<file path="src/rtl/video_pkg.sv">
// Shared video types, default 720p timing, saturating add and colour-bar table.
package video_pkg;
  typedef logic [23:0] pixel_t;
  typedef logic [10:0] h_count_t;
  typedef logic [9:0]  v_count_t;

  localparam int H_ACTIVE_720P = 1280;
  localparam int H_FP_720P     = 110;
  localparam int H_SYNC_720P   = 40;
  localparam int H_BP_720P     = 220;
  localparam int V_ACTIVE_720P = 720;
  localparam int V_FP_720P     = 5;
  localparam int V_SYNC_720P   = 5;
  localparam int V_BP_720P     = 20;

  // white, yellow, cyan, green, magenta, red, blue, black
  localparam pixel_t COLOR_BARS [8] = '{
    24'hFFFFFF, 24'hFFFF00, 24'h00FFFF, 24'h00FF00,
    24'hFF00FF, 24'hFF0000, 24'h0000FF, 24'h000000
  };

  function automatic logic [7:0] sat_add8(input logic [7:0] a, input logic [7:0] b);
    logic [8:0] s;
    s = {1'b0, a} + {1'b0, b};
    return s[8] ? 8'hFF : s[7:0];
  endfunction
endpackage

</file>
<file path="src/rtl/video_timing_gen.sv">
// Raster h/v counters with sync/active decode and the frame-boundary strobe.
module video_timing_gen
  import video_pkg::*;
#(
  parameter int H_ACTIVE = H_ACTIVE_720P,
  parameter int H_FP     = H_FP_720P,
  parameter int H_SYNC   = H_SYNC_720P,
  parameter int H_BP     = H_BP_720P,
  parameter int V_ACTIVE = V_ACTIVE_720P,
  parameter int V_FP     = V_FP_720P,
  parameter int V_SYNC   = V_SYNC_720P,
  parameter int V_BP     = V_BP_720P
) (
  input  logic     clk,
  input  logic     rst,
  output h_count_t h,
  output v_count_t v,
  output logic     fb,
  output logic     active,
  output logic     hs,
  output logic     vs
);
  localparam h_count_t H_LAST   = h_count_t'(H_ACTIVE + H_FP + H_SYNC + H_BP - 1);
  localparam v_count_t V_LAST   = v_count_t'(V_ACTIVE + V_FP + V_SYNC + V_BP - 1);
  localparam h_count_t H_ACT    = h_count_t'(H_ACTIVE);
  localparam v_count_t V_ACT    = v_count_t'(V_ACTIVE);
  localparam h_count_t HS_START = h_count_t'(H_ACTIVE + H_FP);
  localparam h_count_t HS_END   = h_count_t'(H_ACTIVE + H_FP + H_SYNC);
  localparam v_count_t VS_START = v_count_t'(V_ACTIVE + V_FP);
  localparam v_count_t VS_END   = v_count_t'(V_ACTIVE + V_FP + V_SYNC);

  always_ff @(posedge clk or posedge rst) begin
    if (rst) begin
      h <= '0;
      v <= '0;
    end else if (h == H_LAST) begin
      h <= '0;
      v <= (v == V_LAST) ? '0 : v + v_count_t'(1);
    end else begin
      h <= h + h_count_t'(1);
    end
  end

  assign fb     = (h == H_LAST) && (v == V_LAST);
  assign active = (h < H_ACT) && (v < V_ACT);
  assign hs     = (h >= HS_START) && (h < HS_END);
  assign vs     = (v >= VS_START) && (v < VS_END);
endmodule

</file>
<file path="src/rtl/video_base_source.sv">
// Base video source: raster timing plus background/flash pixel, one registered beat.
// Optional colour-bar test pattern enabled by VIDEO_BASE_SOURCE_PATTERN_EN.
module video_base_source
  import video_pkg::*;
#(
  parameter int H_ACTIVE   = H_ACTIVE_720P,
  parameter int H_FP       = H_FP_720P,
  parameter int H_SYNC     = H_SYNC_720P,
  parameter int H_BP       = H_BP_720P,
  parameter int V_ACTIVE   = V_ACTIVE_720P,
  parameter int V_FP       = V_FP_720P,
  parameter int V_SYNC     = V_SYNC_720P,
  parameter int V_BP       = V_BP_720P,
  parameter int DECAY_STEP = 8
) (
  input  logic        clk,
  input  logic        rst,
  input  logic [23:0] bg_color,
  input  logic        hit,
  input  logic        pattern_sel,
  output logic [10:0] h_count_to_mux,
  output logic [9:0]  v_count_to_mux,
  output logic        active_draw_to_mux,
  output logic [23:0] pixel_to_mux,
  output logic        h_sync,
  output logic        v_sync,
  output logic        new_frame,
  output logic [5:0]  frame_count
);
  localparam logic [7:0] DECAY8 = 8'(DECAY_STEP);

  h_count_t   h;
  v_count_t   v;
  logic       fb, active, hs, vs;
  logic [7:0] flash_level, decayed;
  logic       hit_pending;
  pixel_t     bg_lat, pix_flash, pix_next;
  logic [5:0] fc;

  video_timing_gen #(
    .H_ACTIVE(H_ACTIVE), .H_FP(H_FP), .H_SYNC(H_SYNC), .H_BP(H_BP),
    .V_ACTIVE(V_ACTIVE), .V_FP(V_FP), .V_SYNC(V_SYNC), .V_BP(V_BP)
  ) u_timing (
    .clk(clk), .rst(rst), .h(h), .v(v), .fb(fb),
    .active(active), .hs(hs), .vs(vs)
  );

  assign decayed = (flash_level > DECAY8) ? flash_level - DECAY8 : 8'h00;

  // Frame-latched state only moves at FB, so a frame never tears.
  always_ff @(posedge clk or posedge rst) begin
    if (rst) begin
      flash_level <= '0;
      hit_pending <= 1'b0;
      bg_lat      <= '0;
      fc          <= '0;
    end else if (fb) begin
      flash_level <= (hit_pending || hit) ? 8'hFF : decayed;
      hit_pending <= 1'b0;
      bg_lat      <= bg_color;
      fc          <= fc + 6'd1;
    end else if (hit) begin
      hit_pending <= 1'b1;
    end
  end

  for (genvar c = 0; c < 3; c++) begin : g_ch
    assign pix_flash[c*8 +: 8] = sat_add8(bg_lat[c*8 +: 8], flash_level);
  end

`ifdef VIDEO_BASE_SOURCE_PATTERN_EN
  localparam h_count_t BAR_W = h_count_t'(H_ACTIVE / 8);
  logic       pat_lat;
  logic [2:0] bar_idx;

  always_ff @(posedge clk or posedge rst) begin
    if (rst)     pat_lat <= 1'b0;
    else if (fb) pat_lat <= pattern_sel;
  end

  assign bar_idx  = 3'(h / BAR_W);
  assign pix_next = pat_lat ? COLOR_BARS[bar_idx] : pix_flash;
`else
  logic unused_pattern_sel;
  assign unused_pattern_sel = pattern_sel;
  assign pix_next           = pix_flash;
`endif

  always_ff @(posedge clk or posedge rst) begin
    if (rst) begin
      h_count_to_mux     <= '0;
      v_count_to_mux     <= '0;
      active_draw_to_mux <= 1'b0;
      pixel_to_mux       <= '0;
      h_sync             <= 1'b0;
      v_sync             <= 1'b0;
      new_frame          <= 1'b0;
      frame_count        <= '0;
    end else begin
      h_count_to_mux     <= h;
      v_count_to_mux     <= v;
      active_draw_to_mux <= active;
      pixel_to_mux       <= active ? pix_next : '0;
      h_sync             <= hs;
      v_sync             <= vs;
      new_frame          <= (h == '0) && (v == '0);
      frame_count        <= fc;
    end
  end
endmodule

</file>
<file path="config.mk">
export PLATFORM = sky130hd
export DESIGN_NAME = video_base_source
export DESIGN_NICKNAME = d
export VERILOG_FILES = /design/src/rtl/video_pkg.sv /design/src/rtl/video_timing_gen.sv /design/src/rtl/video_base_source.sv
export SDC_FILE = /design/constraint.sdc
export NUM_CORES = 1
export LEC_CHECK = 0
export ABC_AREA = 0
export BUFFER_PORTS_ARGS = -buffer_cell sky130_fd_sc_hd__buf_2
export CORE_MARGIN = 2
export CORE_UTILIZATION = 25
export CTS_BUF_LIST = sky130_fd_sc_hd__clkbuf_4
export DETAILED_ROUTE_END_ITERATION = 8
export PLACE_DENSITY = 0.48
export SLEW_MARGIN = 15
export SYNTH_ARGS = -nofsm -noshare
export SYNTH_HDL_FRONTEND = slang
export SYNTH_SLANG_ARGS = --single-unit
</file>
<file path="constraint.sdc">
create_clock -name clk -period 3.85 [get_ports clk]
set_clock_uncertainty 0.2 [all_clocks]
set_input_delay 0.1925 -clock clk [delete_from_list [all_inputs] [get_ports clk]]
set_output_delay 0.1925 -clock clk [all_outputs]
set_load 0.005 [all_outputs]
</file>
### Yosys cells after proc, flatten, opt, wreduce, memory -nomap -nowiden

Cells that the tools add are included.

| storage, ports and cells | value |
|---|---|
| flip-flop bits (word level) | 115 |
| latch bits | 0 |
| bits in writable memories | 0 |
| memory bits (read-only) | 0 |
| bits of input ports | 28 |
| word-level logic and storage cells | 49 |
| memories kept | 0 |

| operators by class | value |
|---|---|
| add/subtract/negate cells | 7 |
| $mul | 0 |
| divide/modulo/power cells | 0 |
| $lt $le $gt $ge | 7 |
| eq/ne operators | 2 |
| shifts and indexed selects | 0 |
| muxes and demuxes | 10 |
| bitwise gates (word level) | 0 |
| reduce and logical (&&, ||, !) cells | 9 |

Operator list:

| kind | number |
|---|---|
| $mux W8 | 5 |
| $add A8 B8 Y9 | 3 |
| $mux W24 | 1 |
| $lt A11 B11 Y1 const B | 2 |
| $lt A10 B10 Y1 const B | 2 |
| $add A11 B1 Y11 const B | 1 |
| $eq A11 B11 Y1 const B | 1 |
| $ge A11 B11 Y1 const B | 1 |
| $logic_not A11 Y1 | 1 |
| $mux W11 | 1 |
| $add A10 B1 Y10 const B | 1 |
| $eq A10 B10 Y1 const B | 1 |
| $ge A10 B10 Y1 const B | 1 |
| $logic_not A10 Y1 | 1 |
| $mux W10 | 1 |
| $gt A8 B4 Y1 const B | 1 |
| $sub A8 B4 Y8 const B | 1 |
| $add A6 B1 Y6 const B | 1 |
| $logic_and A1 B1 Y1 | 5 |
| $mux W1 | 2 |
| $reduce_bool A2 Y1 | 1 |
| $logic_or A1 B1 Y1 | 1 |

### Longest topological paths before layout

Gate-level depths: netlist of the first run.

| logic depth | value |
|---|---|
| depth in word-level cells | 3 |
| depth in mapped cells | 7 |

### Cells and area by module

From an unflattened synthesis of the first run, not the netlist that was laid out.

| unflattened totals | value |
|---|---|
| cells, all modules | 437 |
| area, all modules | 5,270.1 µm² |

By module, submodules not included:

| module | instances | cells each | area an instance (µm²) | sequential area each (µm²) |
|---|---|---|---|---|
| video_base_source | 1 | 306 | 4,011.3 | 2,302.2 |
| video_timing_gen | 1 | 131 | 1,258.7 | 525.5 |

### Worst setup path after synthesis of the first run

OpenSTA, ideal clock, no wires.

| timing | value |
|---|---|
| path type | register to register |
| start point | register flash_level[1] |
| end point | register pixel_to_mux[21] |
| setup time | 0.150 ns |
| data arrival time | 2.211 ns |
| path slack | 1.288 ns |
| stages on the path, launching flop included | 7 |
| path buffers | 0 |
| period minus slack after synthesis | 2.562 ns |
| cells stage by stage | dfrtp_1 ha_1 fa_1 a21oi_1 o211ai_1 a211oi_1 o211ai_1 |

| on the way | value |
|---|---|
| word-level cells in the longest chain between the ends | 3 |

Ends and longest elaborated chain:

| what | RTL line | RTL |
|---|---|---|
| start: declaration | video_base_source.sv:35 | `logic [7:0] flash_level, decayed;` |
| start signal: assignment | video_base_source.sv:58 | `flash_level <= (hit_pending \|\| hit) ? 8'hFF : decayed;` |
| $add A8 B8 Y9 | video_pkg.sv:24 | `s = {1'b0, a} + {1'b0, b};` |
| $mux W8 | video_pkg.sv:25 | `return s[8] ? 8'hFF : s[7:0];` |
| $mux W24 | video_base_source.sv:103 | `pixel_to_mux <= active ? pix_next : '0;` |
| end signal: assignment | video_base_source.sv:103 |  |
| end: declaration | video_base_source.sv:24 | `output logic [23:0] pixel_to_mux,` |

No other way between the ends.
A chain may end at the register's enable or synchronous reset.

### Final worst setup path of the first run

| timing | value |
|---|---|
| start point | register flash_level[1] |
| end point | register pixel_to_mux[19] |

The elaborated chain is that of the path after synthesis.

==> results of run 1 <==
[routing by layer]
metal  track usage  vias up  routed length (um)
met5             0        -                   0
met4        0.0566        0                 289
met3        0.0318       19                 592
met2         0.194       90                6010
met1         0.148     1930                5700
li1              -     1946                   -
[tightest hold or removal path, delay by kind of cell]
family,cells,cell delay (ps)
buffers and inverters,3,1210
[cell usage after synthesis, types with 9 or more instances]
master / number / area, um2
nand4_1: 9 / 56.3
nand3_1: 18 / 90.1
mux2_2: 28 / 315
ha_1: 33 / 413
a21oi_1: 30 / 150
nor3_1: 12 / 60.1
xnor2_1: 15 / 131
dfrtp_1: 113 / 2830
nor2_1: 19 / 71.3
nand2_1: 21 / 78.8
o21ai_0: 14 / 70.1
inv_1: 24 / 90.1
[kinds of logic (layout without fill, tap and decap cells)]
group,after synthesis,count (layout),synth area share
fa+ha+maj,36,36,0.0885
xor+xnor,23,23,0.0377
buf+inv,39,167,0.0300
other cells,0,1,0
compound gates,108,108,0.131
mux,32,32,0.0670
flops,113,113,0.529
simple gates,116,116,0.116
[worst max path at each step]
stage	start	end	slack, ps	cells after the start
6_report	flash_level[1]$_DFFE_PP0P_	pixel_to_mux[19]$_DFF_PP0_	800	6
5_1_grt	flash_level[1]$_DFFE_PP0P_	pixel_to_mux[17]$_DFF_PP0_	550	6
4_1_cts	flash_level[1]$_DFFE_PP0P_	pixel_to_mux[19]$_DFF_PP0_	780	6
3_5_place_dp	flash_level[1]$_DFFE_PP0P_	pixel_to_mux[19]$_DFF_PP0_	810	6
3_3_place_gp	flash_level[1]$_DFFE_PP0P_	pixel_to_mux[17]$_DFF_PP0_	900	6
2_1_floorplan	rst	active_draw_to_mux$_DFF_PP0_	470	1
[stage by stage]
step                      hold WS, ps  area [um2]  power (W)   util
final                             126        6650    0.00246  0.316
after global routing              172        6650    0.00259  0.316
after CTS                         128        6650    0.00251  0.316
after detailed placement          192        6050    0.00143  0.288
after global placement            185        6050    0.00143  0.288
after floorplan                   124        5340    0.00137      -
[repair_timing]
action                                  in CTS  in global routing
setup buffers                                0                  0
hold buffers                                26                  0
endpoints found under the setup margin       0                  0
hold endpoints to repair                    92                  0
[cell type report]
type,count,area share
tap,275,0.0517
timing repair buffer,111,0.105
clock inverter,15,0.0312
inverter,24,0.0139
clock buffer,17,0.0192
sequential,113,0.425
multi-input combinational,315,0.354
antenna,1,0.000376
[state kept, by name, indices dropped and copies added (netlist names)]
name / count
flash_level: 6
u_timing.v: 10
h_count_to_mux: 11
active_draw_to_mux: 1
h_sync: 1
hit_pending: 1
frame_count: 6
v_count_to_mux: 10
new_frame: 1
bg_lat: 24
u_timing.h: 11
v_sync: 1
fc: 6
pixel_to_mux: 24
[power by group]
part           switching (W)  total, W  internal (W)
registers          0.0000130   0.00123       0.00122
clock network       0.000507   0.00103      0.000521
logic               0.000102  0.000198     0.0000964
total               0.000622   0.00246       0.00183
==> PnR_summary.wiki, run 1 <==
{| class="wikitable"
! Metric !! Value
|-
| Result of the run || finished clean
|-
| Depth of the worst register-to-register path || 6
|-
| Vias in the first global route || about 4.0k
|-
| PostCTS Resize Cnt || 0
|-
| Number of distinct library cell variants in the gate-level netlist after synthesis || 59
|-
| Worst reg2reg endpoint || pixel_to_mux[19]$_DFF_PP0_
|-
| Critical path launch point type || register
|-
| DP HPWL || around 8800 um
|-
| Non-filler cells, final || between 800 and 900
|-
| Cell count after placement || slightly above 800
|-
| RSZ-0062 raised after global routing || false
|-
| TritonCTS clock tree || yes
|-
| Die area || between 20000 and 25000 um2
|-
| Root buffer cell || clkbuf_4
|-
| Arrival time worst endpoint || about 3200 ps
|-
| Number of synthesized register bits || between 100 and 150
|-
| CTS buffer count || 17
|-
| Headroom to the max-slew limit || 0.442
|-
| Total iterations of the first detailed-routing run || 4
|-
| Post-synthesis instance total || about 470
|-
| Worst path buffer plus inverter count || 0
|-
| Number of vias in the routed layout || roughly 4k
|-
| Number of maximum-capacitance constraint violations || 0
|-
| Average detailed-routed wire length per instance || 14.5 um
|-
| Initial Utilization || 0.254
|-
| Post-route setup slack || 802 ps
|-
| Fill count || 2133
|-
| Number of enable flip-flop cells after synthesis || 0
|-
| Worst supply voltage drop on vdd || between 0.0001 and 0.00015 V
|-
| IO Pins || a little over 80
|-
| Signed area change from the synthesized netlist to the final layout || 24.5%
|-
| Die width || around 150 um
|-
| Fraction of registers with async set/reset || 1.00
|-
| Nets@finish || around 650
|-
| Placer's final routability congestion estimate || approximately 0.81
|-
| Synthesized cell area || roughly 5300 um2
|-
| Final-report hold violation count || 0
|-
| Slew of the pin with the lowest slew margin || 836 ps
|-
| Total power divided by cell area || about 370 nW/um2
|-
| Area of combinational cells with multiple inputs || 2350 um2
|-
| Longest individual stage delay on the worst path || about 670 ps
|-
| Port buffer count || between 80 and 90
|-
| Cell family with most CP delay || compound AO/OA/AOI/OAI gates
|-
| Worst Setup End Kind || register
|-
| Largest buffer count on any clock path || 2
|-
| Mapped Avg Cell Area || 11.4 um2
|-
| Critical Setup Path Class || reg -> reg
|-
| Via/cell ratio || between 4 and 5
|-
| Total setup violations reported at the end of the flow || 0
|-
| Post-detailed-route count of antenna-violating nets || 0
|-
| Required time worst endpoint || between 4000 and 5000 ps
|-
| R2R Setup Slk || around 800 ps
|-
| Number of pins with negative max-slew slack in the final report || 0
|-
| Clk slew on worst S/H paths || approximately 110 ps
|-
| Final period utilization || 0.792
|-
| Crit path max-delay cell type || dfrtp_1
|-
| Total wirelength of the detailed-routed design || between 10000 and 15000 um
|-
| Kind of path behind the tightest hold check || in -> async
|-
| Crit-path max FO || 14
|-
| Total congestion overflow || 0
|-
| Final worst path period need || 3050 ps
|-
| Sequential share of the synthesized area || 0.529
|-
| Num Clock Sinks || between 100 and 150
|-
| Global-route usage over all layers || 0.120
|-
| Wire length of the first global-routing pass || ~20000 um
|-
| Top FF cell, synth || dfrtp_1
|-
| Initial antenna violation count || 1
|-
| Syn Nets || between 500 and 600
|-
| Leading cell types in the layout, fill and taps excluded || dfrtp_1, buf_2, ha_1
|-
| H-tree depth || 4
|-
| Number of standard-cell rows in the floorplan || between 50 and 60
|-
| Total Neg Setup Slack || 0 ps
|-
| Share of final-layout standard cells stronger than drive strength 1 || 0.254
|-
| Vert. Die Dim || ~150 um
|-
| Pin count of the biggest net entering global routing || between 60 and 70
|-
| Cell leakage power || 2.93 nW
|-
| Top achievable clock speed || between 300 and 400 MHz
|-
| Core footprint || approximately 21000 um2
|-
| Sequence of cells on the critical path || ha_1 > fa_1 > a21oi_1 > o211ai_1 > a211oi_1 > o22ai_1
|-
| Most common library cell in the layout ignoring fill and taps || dfrtp_1
|-
| Register area || about 2800 um2
|-
| Warnings, synthesis || 0
|-
| Number of design-rule violations left by the first detailed-router iteration || about 180
|-
| DP Worst Slack || between 800 and 900 ps
|-
| Clock latency reported for the late side of the worst-skew pair || between 500 and 600 ps
|-
| Launching point of the worst reg2reg path || flash_level[1]$_DFFE_PP0P_
|-
| Remaining routing DRC violations || 0
|}
Power figures use the tool's default switching activity.
==> inputs of run 2 (changes only) <==
==> constraint.sdc (replaced) <==
create_clock -name clk -period 3.02 [get_ports clk]
set_clock_uncertainty 0.2 [all_clocks]
set_input_delay 0.151 -clock clk [delete_from_list [all_inputs] [get_ports clk]]
set_output_delay 0.151 -clock clk [all_outputs]
set_load 0.005 [all_outputs]
==> run 2 against run 1 <==
  * Design area rose by 0.66%
  * Worst hold slack improved by 31 ps
  * Clock power rose by 30%
  * Count of clock-buffer cells in the layout rose by 2
  * Routed wire length rose by 1.0%
  * First-iteration DRC count fell by 12%
  * Sequential share of layout area fell by 0.28 points
  * Largest cell class unchanged
==> PnR_summary.wiki, run 2 (synthesis results as in run 1) <==
{| class="wikitable"
! Metric !! Value
|-
| Result of the run || finished clean (unchanged)
|-
| Worst reg2reg endpoint || pixel_to_mux[8]$_DFF_PP0_ (was pixel_to_mux[19]$_DFF_PP0_)
|-
| Number of standard-cell rows in the floorplan || 53 (unchanged)
|-
| Signed area change from the synthesized netlist to the final layout || 25.3% (was 24.5%)
|-
| Remaining routing DRC violations || 0 (unchanged)
|-
| Total power divided by cell area || 473 nW/um2 (was 369 nW/um2)
|-
| Via/cell ratio || 4.62 (was 4.58)
|-
| H-tree depth || 4 (unchanged)
|-
| Share of final-layout standard cells stronger than drive strength 1 || 0.254 (about the same)
|-
| Final period utilization || 0.920 (was 0.792)
|-
| Top achievable clock speed || 360 MHz (was 328 MHz)
|-
| Num Clock Sinks || 113 (unchanged)
|-
| Number of pins with negative max-slew slack in the final report || 0 (unchanged)
|-
| Vias in the first global route || 4264 (was 4015)
|-
| Initial Utilization || 0.254 (unchanged)
|-
| Kind of path behind the tightest hold check || in -> async (unchanged)
|-
| Final-report hold violation count || 0 (unchanged)
|-
| Crit-path max FO || 12 (was 14)
|-
| Headroom to the max-slew limit || 0.609 (was 0.442)
|-
| Required time worst endpoint || 3210 ps (was 4040 ps)
|-
| Number of vias in the routed layout || 4042 (was 3985)
|-
| Vert. Die Dim || 150 um (unchanged)
|-
| Arrival time worst endpoint || 2970 ps (was 3230 ps)
|-
| Critical Setup Path Class || reg -> reg (unchanged)
|-
| Wire length of the first global-routing pass || 21000 um (was 20600 um)
|-
| Port buffer count || 81 (unchanged)
|-
| Total Neg Setup Slack || 0 ps (unchanged)
|-
| IO Pins || 83 (unchanged)
|-
| Cell leakage power || 2.96 nW (was 2.93 nW)
|-
| Total congestion overflow || 0 (unchanged)
|-
| Global-route usage over all layers || 0.121 (was 0.120)
|-
| Leading cell types in the layout, fill and taps excluded || dfrtp_1, buf_2, ha_1 (unchanged)
|-
| Placer's final routability congestion estimate || 0.791 (was 0.808)
|-
| Final worst path period need || 2780 ps (was 3050 ps)
|-
| Number of design-rule violations left by the first detailed-router iteration || 156 (was 178)
|-
| Instance area at placement || 6100 um2 (was 6050 um2)
|-
| Crit path launch || flash_level[1]$_DFFE_PP0P_ (unchanged)
|-
| R2R Setup Slk || 240 ps (was 800 ps)
|-
| Worst supply voltage drop on vdd || 0.000170 V (was 0.000111 V)
|-
| Total setup violations reported at the end of the flow || 0 (unchanged)
|-
| Average detailed-routed wire length per instance || 14.5 um (about the same)
|-
| Post-detailed-route count of antenna-violating nets || 0 (unchanged)
|-
| TritonCTS clock tree || yes (unchanged)
|-
| Pin count of the biggest net entering global routing || 114 (was 64)
|-
| Launching point of the worst reg2reg path || flash_level[1]$_DFFE_PP0P_ (unchanged)
|-
| Critical path launch point type || register (unchanged)
|-
| Largest buffer count on any clock path || 2 (unchanged)
|-
| Worst hold slack || 156 ps (was 126 ps)
|-
| Total wirelength of the detailed-routed design || 12700 um (was 12600 um)
|-
| Depth of the worst register-to-register path || 6 (unchanged)
|-
| Die area || 22600 um2 (unchanged)
|-
| CTS buffer count || 17 (unchanged)
|-
| DP HPWL || 8880 um (was 8810 um)
|-
| Total iterations of the first detailed-routing run || 4 (unchanged)
|-
| RSZ-0062 raised after global routing || false (unchanged)
|-
| Number of maximum-capacitance constraint violations || 0 (unchanged)
|-
| Worst Setup End Kind || register (unchanged)
|-
| Slew of the pin with the lowest slew margin || 586 ps (was 836 ps)
|-
| Most common library cell in the layout ignoring fill and taps || dfrtp_1 (unchanged)
|-
| Clock latency reported for the late side of the worst-skew pair || 540 ps (was 550 ps)
|-
| Root buffer cell || clkbuf_4 (unchanged)
|-
| Registers with the highest flip-flop counts || bg_lat (24), pixel_to_mux (24) (unchanged)
|-
| Nets@finish || 650 (was 646)
|-
| Total setup buffers inserted after CTS || 0 (unchanged)
|-
| Clk slew on worst S/H paths || 120 ps (was 110 ps)
|-
| Die width || 150 um (unchanged)
|-
| Post-Layout Inst Area || 6700 um2 (was 6650 um2)
|-
| Initial antenna violation count || 1 (unchanged)
|-
| Overall power after layout || 0.00316 W (was 0.00246 W)
|-
| Core footprint || 21000 um2 (unchanged)
|}
-- run 2: report_power, final --
group	internal [W]	switching, W
sequential	0.00155	0.0000169
combinational	0.000125	0.000132
clock	0.000746	0.000594
-- run 2: area by class of cell --
cell class	instances	area [um2]
Antenna cell	1	2.50
Multi-Input combinational cell	315	2360
Tap cell	275	344
Inverter	24	93.8
Sequential cell	113	2830
Timing Repair Buffer	115	738
Clock inverter	13	191
Clock buffer	19	143
Fill cell	2135	14300
-- run 2: metrics by stage --
step	instances	util	worst slack (ps)
6_report	875	0.319	242
3_5_place_dp	816	0.290	259
4_1_cts	874	0.318	213
3_3_place_gp	816	0.290	319
5_1_grt	875	0.319	14.4
2_1_floorplan	467	-	458
-- run 2: critical path: stages, from the launching register on --
cell and delay, ps:
dfrtp_1 620, ha_1 370, fa_1 410, a21oi_1 260, o21ai_0 170, a31oi_1 450
a21oi_1 150
-- run 2: worst max path at each step --
| stage | endpoint | slack (ps) | cells after the start |
|---|---|---|---|
| floorplan | pixel_to_mux[21]$_DFF_PP0_ | 460 | 6 |
| global placement | pixel_to_mux[5]$_DFF_PP0_ | 320 | 6 |
| detailed placement | pixel_to_mux[5]$_DFF_PP0_ | 260 | 6 |
| CTS | pixel_to_mux[8]$_DFF_PP0_ | 210 | 6 |
| global route | pixel_to_mux[8]$_DFF_PP0_ | 10 | 6 |
| finish | pixel_to_mux[8]$_DFF_PP0_ | 240 | 6 |
-- run 2: timing repair --
| item | CTS | global route |
|---|---|---|
| hold buffers | 26 | 0 |
| resized for setup | 0 | 1 |
| setup endpoints to repair | 0 | 1 |
| hold endpoints to repair | 144 | 0 |
-- run 2: routing by layer --
metal / share of wire / routed length (um) / global-route usage / vias to the layer above
met5: 0 / 0 / 0 / -
met3: 0.055 / 705 / 0.0412 / 16
met4: 0.014 / 178 / 0.0458 / 0
met1: 0.45 / 5670 / 0.147 / 1985
met2: 0.48 / 6170 / 0.198 / 87
li1: - / - / - / 1954
==> inputs of run 3 (changes only) <==
--- a/config.mk
+++ b/config.mk
@@ -8,10 +8,10 @@
 export ABC_AREA = 0
 export BUFFER_PORTS_ARGS = -buffer_cell sky130_fd_sc_hd__buf_2
 export CORE_MARGIN = 2
-export CORE_UTILIZATION = 25
+export CORE_UTILIZATION = 40
 export CTS_BUF_LIST = sky130_fd_sc_hd__clkbuf_4
 export DETAILED_ROUTE_END_ITERATION = 8
-export PLACE_DENSITY = 0.48
+export PLACE_DENSITY = 0.66
 export SLEW_MARGIN = 15
 export SYNTH_ARGS = -nofsm -noshare
 export SYNTH_HDL_FRONTEND = slang
==> run 3 against run 2 <==
  * Final cell count decreased by 11%
  * Sequential cell count did not move
  * Worst hold slack worse by 29 ps
  * Critical path depth is the same
  * Global-route usage increased by 5.7 points
  * Die area decreased by 37%
  * Routed wire length decreased by 7.8%
  * Design area decreased by 3.0%
  * Clock power decreased by 29%
  * Count of clock-buffer cells in the layout is 2 lower
  * Critical path type unchanged
==> PnR_summary.wiki, run 3 (synthesis results as in run 1) <==
{| class="wikitable"
! Metric !! Value
|-
| Port buffer count || 81 (unchanged)
|-
| Kind of path behind the tightest hold check || in -> async (unchanged)
|-
| Total Neg Setup Slack || 0 ps (unchanged)
|-
| Critical path launch point type || register (unchanged)
|-
| Die area || 14300 um2 (was 22600 um2)
|-
| Die width || 120 um (was 150 um)
|-
| Number of maximum-capacitance constraint violations || 0 (unchanged)
|-
| Number of diodes || 0 (was 1)
|-
| DP Worst Slack || 345 ps (was 259 ps)
|-
| Share of final-layout standard cells stronger than drive strength 1 || 0.259 (was 0.254)
|-
| Critical Path Stages || 6 (unchanged)
|-
| Global-route usage over all layers || 0.177 (was 0.121)
|-
| Pin count of the biggest net entering global routing || 41 (was 114)
|-
| Top achievable clock speed || 367 MHz (was 360 MHz)
|-
| Depth of the worst register-to-register path || 6 (unchanged)
|-
| Worst supply voltage drop on vdd || 0.000251 V (was 0.000170 V)
|-
| Launching point of the worst reg2reg path || flash_level[1]$_DFFE_PP0P_ (unchanged)
|-
| Non-filler cells, final || 778 (was 875)
|-
| Root buffer cell || clkbuf_4 (unchanged)
|-
| Crit-path max FO || 9 (was 12)
|-
| Arrival time worst endpoint || 2920 ps (was 2970 ps)
|-
| Nets@finish || 653 (was 650)
|-
| Leading cell types in the layout, fill and taps excluded || dfrtp_1, buf_2, ha_1 (unchanged)
|-
| Post-Layout Inst Area || 6500 um2 (was 6700 um2)
|-
| Worst reg2reg endpoint || pixel_to_mux[12]$_DFF_PP0_ (was pixel_to_mux[8]$_DFF_PP0_)
|-
| Most common library cell in the layout ignoring fill and taps || dfrtp_1 (unchanged)
|-
| DP HPWL || 8260 um (was 8880 um)
|-
| Num Clock Sinks || 113 (unchanged)
|-
| Average detailed-routed wire length per instance || 15.1 um (was 14.5 um)
|-
| Longest individual stage delay on the worst path || 540 ps (was 620 ps)
|-
| Vias in the first global route || 4122 (was 4264)
|-
| Initial antenna violation count || 0 (was 1)
|-
| Core footprint || 13100 um2 (was 21000 um2)
|-
| Final worst path period need || 2720 ps (was 2780 ps)
|-
| Overall power after layout || 0.00278 W (was 0.00316 W)
|-
| R2R Setup Slk || 300 ps (was 240 ps)
|-
| End point of the critical path || pixel_to_mux[12]$_DFF_PP0_ (was pixel_to_mux[8]$_DFF_PP0_)
|-
| Number of vias in the routed layout || 4077 (was 4042)
|-
| Placer's final routability congestion estimate || 0.862 (was 0.791)
|-
| Slew of the pin with the lowest slew margin || 862 ps (was 586 ps)
|-
| Instance area at placement || 6000 um2 (was 6100 um2)
|-
| Clk slew on worst S/H paths || 110 ps (was 120 ps)
|-
| Critical Setup Path Class || reg -> reg (unchanged)
|-
| Registers with the highest flip-flop counts || bg_lat (24), pixel_to_mux (24) (unchanged)
|-
| Worst Setup End Kind || register (unchanged)
|-
| Crit path launch || flash_level[1]$_DFFE_PP0P_ (unchanged)
|-
| Cell family with most CP delay || compound AO/OA/AOI/OAI gates (unchanged)
|-
| Total power divided by cell area || 427 nW/um2 (was 473 nW/um2)
|-
| Cell leakage power || 2.92 nW (was 2.96 nW)
|-
| Initial Utilization || 0.407 (was 0.254)
|-
| Final-report hold violation count || 0 (unchanged)
|-
| CTS buffer count || 17 (unchanged)
|-
| TritonCTS clock tree || yes (unchanged)
|-
| CP most frequent cell || a21oi_1 (unchanged)
|-
| Post-detailed-route count of antenna-violating nets || 0 (unchanged)
|-
| Number of pins with negative max-slew slack in the final report || 0 (unchanged)
|-
| PostCTS Resize Cnt || 0 (unchanged)
|-
| Wire length of the first global-routing pass || 19700 um (was 21000 um)
|-
| Signed area change from the synthesized netlist to the final layout || 21.6% (was 25.3%)
|-
| Total setup buffers inserted after CTS || 0 (unchanged)
|-
| Number of design-rule violations left by the first detailed-router iteration || 171 (was 156)
|-
| Number of standard-cell rows in the floorplan || 42 (was 53)
|-
| Fill count || 1215 (was 2135)
|-
| Final period utilization || 0.902 (was 0.920)
|-
| Remaining routing DRC violations || 0 (unchanged)
|-
| Required time worst endpoint || 3210 ps (about the same)
|-
| Cell count after placement || 720 (was 816)
|-
| RSZ-0062 raised after global routing || false (unchanged)
|-
| Sequence of cells on the critical path || ha_1 > fa_1 > a21oi_1 > o21ai_0 > a31oi_1 > a21oi_1 (unchanged)
|-
| Via/cell ratio || 5.24 (was 4.62)
|-
| Total congestion overflow || 0 (unchanged)
|-
| Post-route setup slack || 295 ps (was 242 ps)
|-
| IO Pins || 83 (unchanged)
|-
| Crit path max-delay cell type || dfrtp_1 (unchanged)
|-
| Total setup violations reported at the end of the flow || 0 (unchanged)
|-
| Total wirelength of the detailed-routed design || 11700 um (was 12700 um)
|-
| Vert. Die Dim || 120 um (was 150 um)
|-
| Headroom to the max-slew limit || 0.424 (was 0.609)
|-
| Worst path buffer plus inverter count || 0 (unchanged)
|-
| H-tree depth || 4 (unchanged)
|-
| Clock latency reported for the late side of the worst-skew pair || 540 ps (about the same)
|-
| Total iterations of the first detailed-routing run || 4 (unchanged)
|-
| Largest buffer count on any clock path || 2 (unchanged)
|-
| Result of the run || finished clean (unchanged)
|}
-- run 3: cell types whose count changed in the layout (fill, tap and decap cells not counted), moves of 2 or more --
| cell | previous run | this run |
|---|---|---|
| bufinv_16 | 5 | 0 |
| clkinv_4 | 0 | 5 |
| buf_4 | 7 | 10 |
| inv_6 | 0 | 3 |
| clkbuf_4 | 19 | 17 |
| clkinv_2 | 3 | 1 |
| clkinvlp_4 | 3 | 5 |
-- run 3: layer usage --
metal,GRT usage,wire [um],part of all wire,vias to the layer above
met1,0.213,5100,0.43,2012
met4,0.0691,139,0.012,0
li1,-,-,-,1949
met3,0.0570,607,0.052,14
met5,0,0,0,-
met2,0.297,5880,0.50,102
-- run 3: per-stage QoR --
stage / hold WS [ps] / utilization
2_1_floorplan: 82.7 / -
3_3_place_gp: 165 / 0.456
3_5_place_dp: 176 / 0.456
4_1_cts: 93.0 / 0.495
5_1_grt: 131 / 0.495
6_report: 127 / 0.495
-- run 3: worst min path at each step --
| stage | startpoint | endpoint | slack, ps | cells past startpoint |
|---|---|---|---|---|
| 5_1_grt | bg_color[18] | bg_lat[18]$_DFFE_PP0P_ | 130 | 3 |
| 6_report | rst | fc[2]$_DFFE_PP0P_ | 130 | 3 |
| 4_1_cts | rst | frame_count[0]$_DFF_PP0_ | 90 | 3 |
| 2_1_floorplan | bg_color[12] | bg_lat[12]$_DFFE_PP0P_ | 80 | 1 |
| 3_5_place_dp | rst | frame_count[0]$_DFF_PP0_ | 180 | 2 |
| 3_3_place_gp | bg_color[9] | bg_lat[9]$_DFFE_PP0P_ | 160 | 2 |
-- run 3: repair_timing --
item	in CTS	in global routing
endpoints found under the hold margin	67	0
hold buffers	26	0
setup endpoints to repair	0	0
-- run 3: worst reg2reg max path: cells and delay by family (launching register included) --
kind                       cells  cell delay (ps)
DFF                            1              540
AOI/OAI and AO/OA              4             1110
adders and majority gates      2              730
-- run 3: area by class of cell --
class	count	area (um2)	share of cell area
clock inverter	15	113	0.0173
timing repair buffer	118	761	0.117
clock buffer	17	128	0.0196
multi-input combinational	315	2350	0.362
tap	176	220	0.0339
sequential	113	2830	0.435
inverter	24	93.8	0.0144
-- run 3: report_power, final --
group | internal, W | total [W] | switching (W)
Sequential | 0.00155 | 0.00157 | 0.0000179
Clock | 0.000329 | 0.000945 | 0.000617
Combinational | 0.000128 | 0.000261 | 0.000134
Total | 0.00201 | 0.00278 | 0.000768
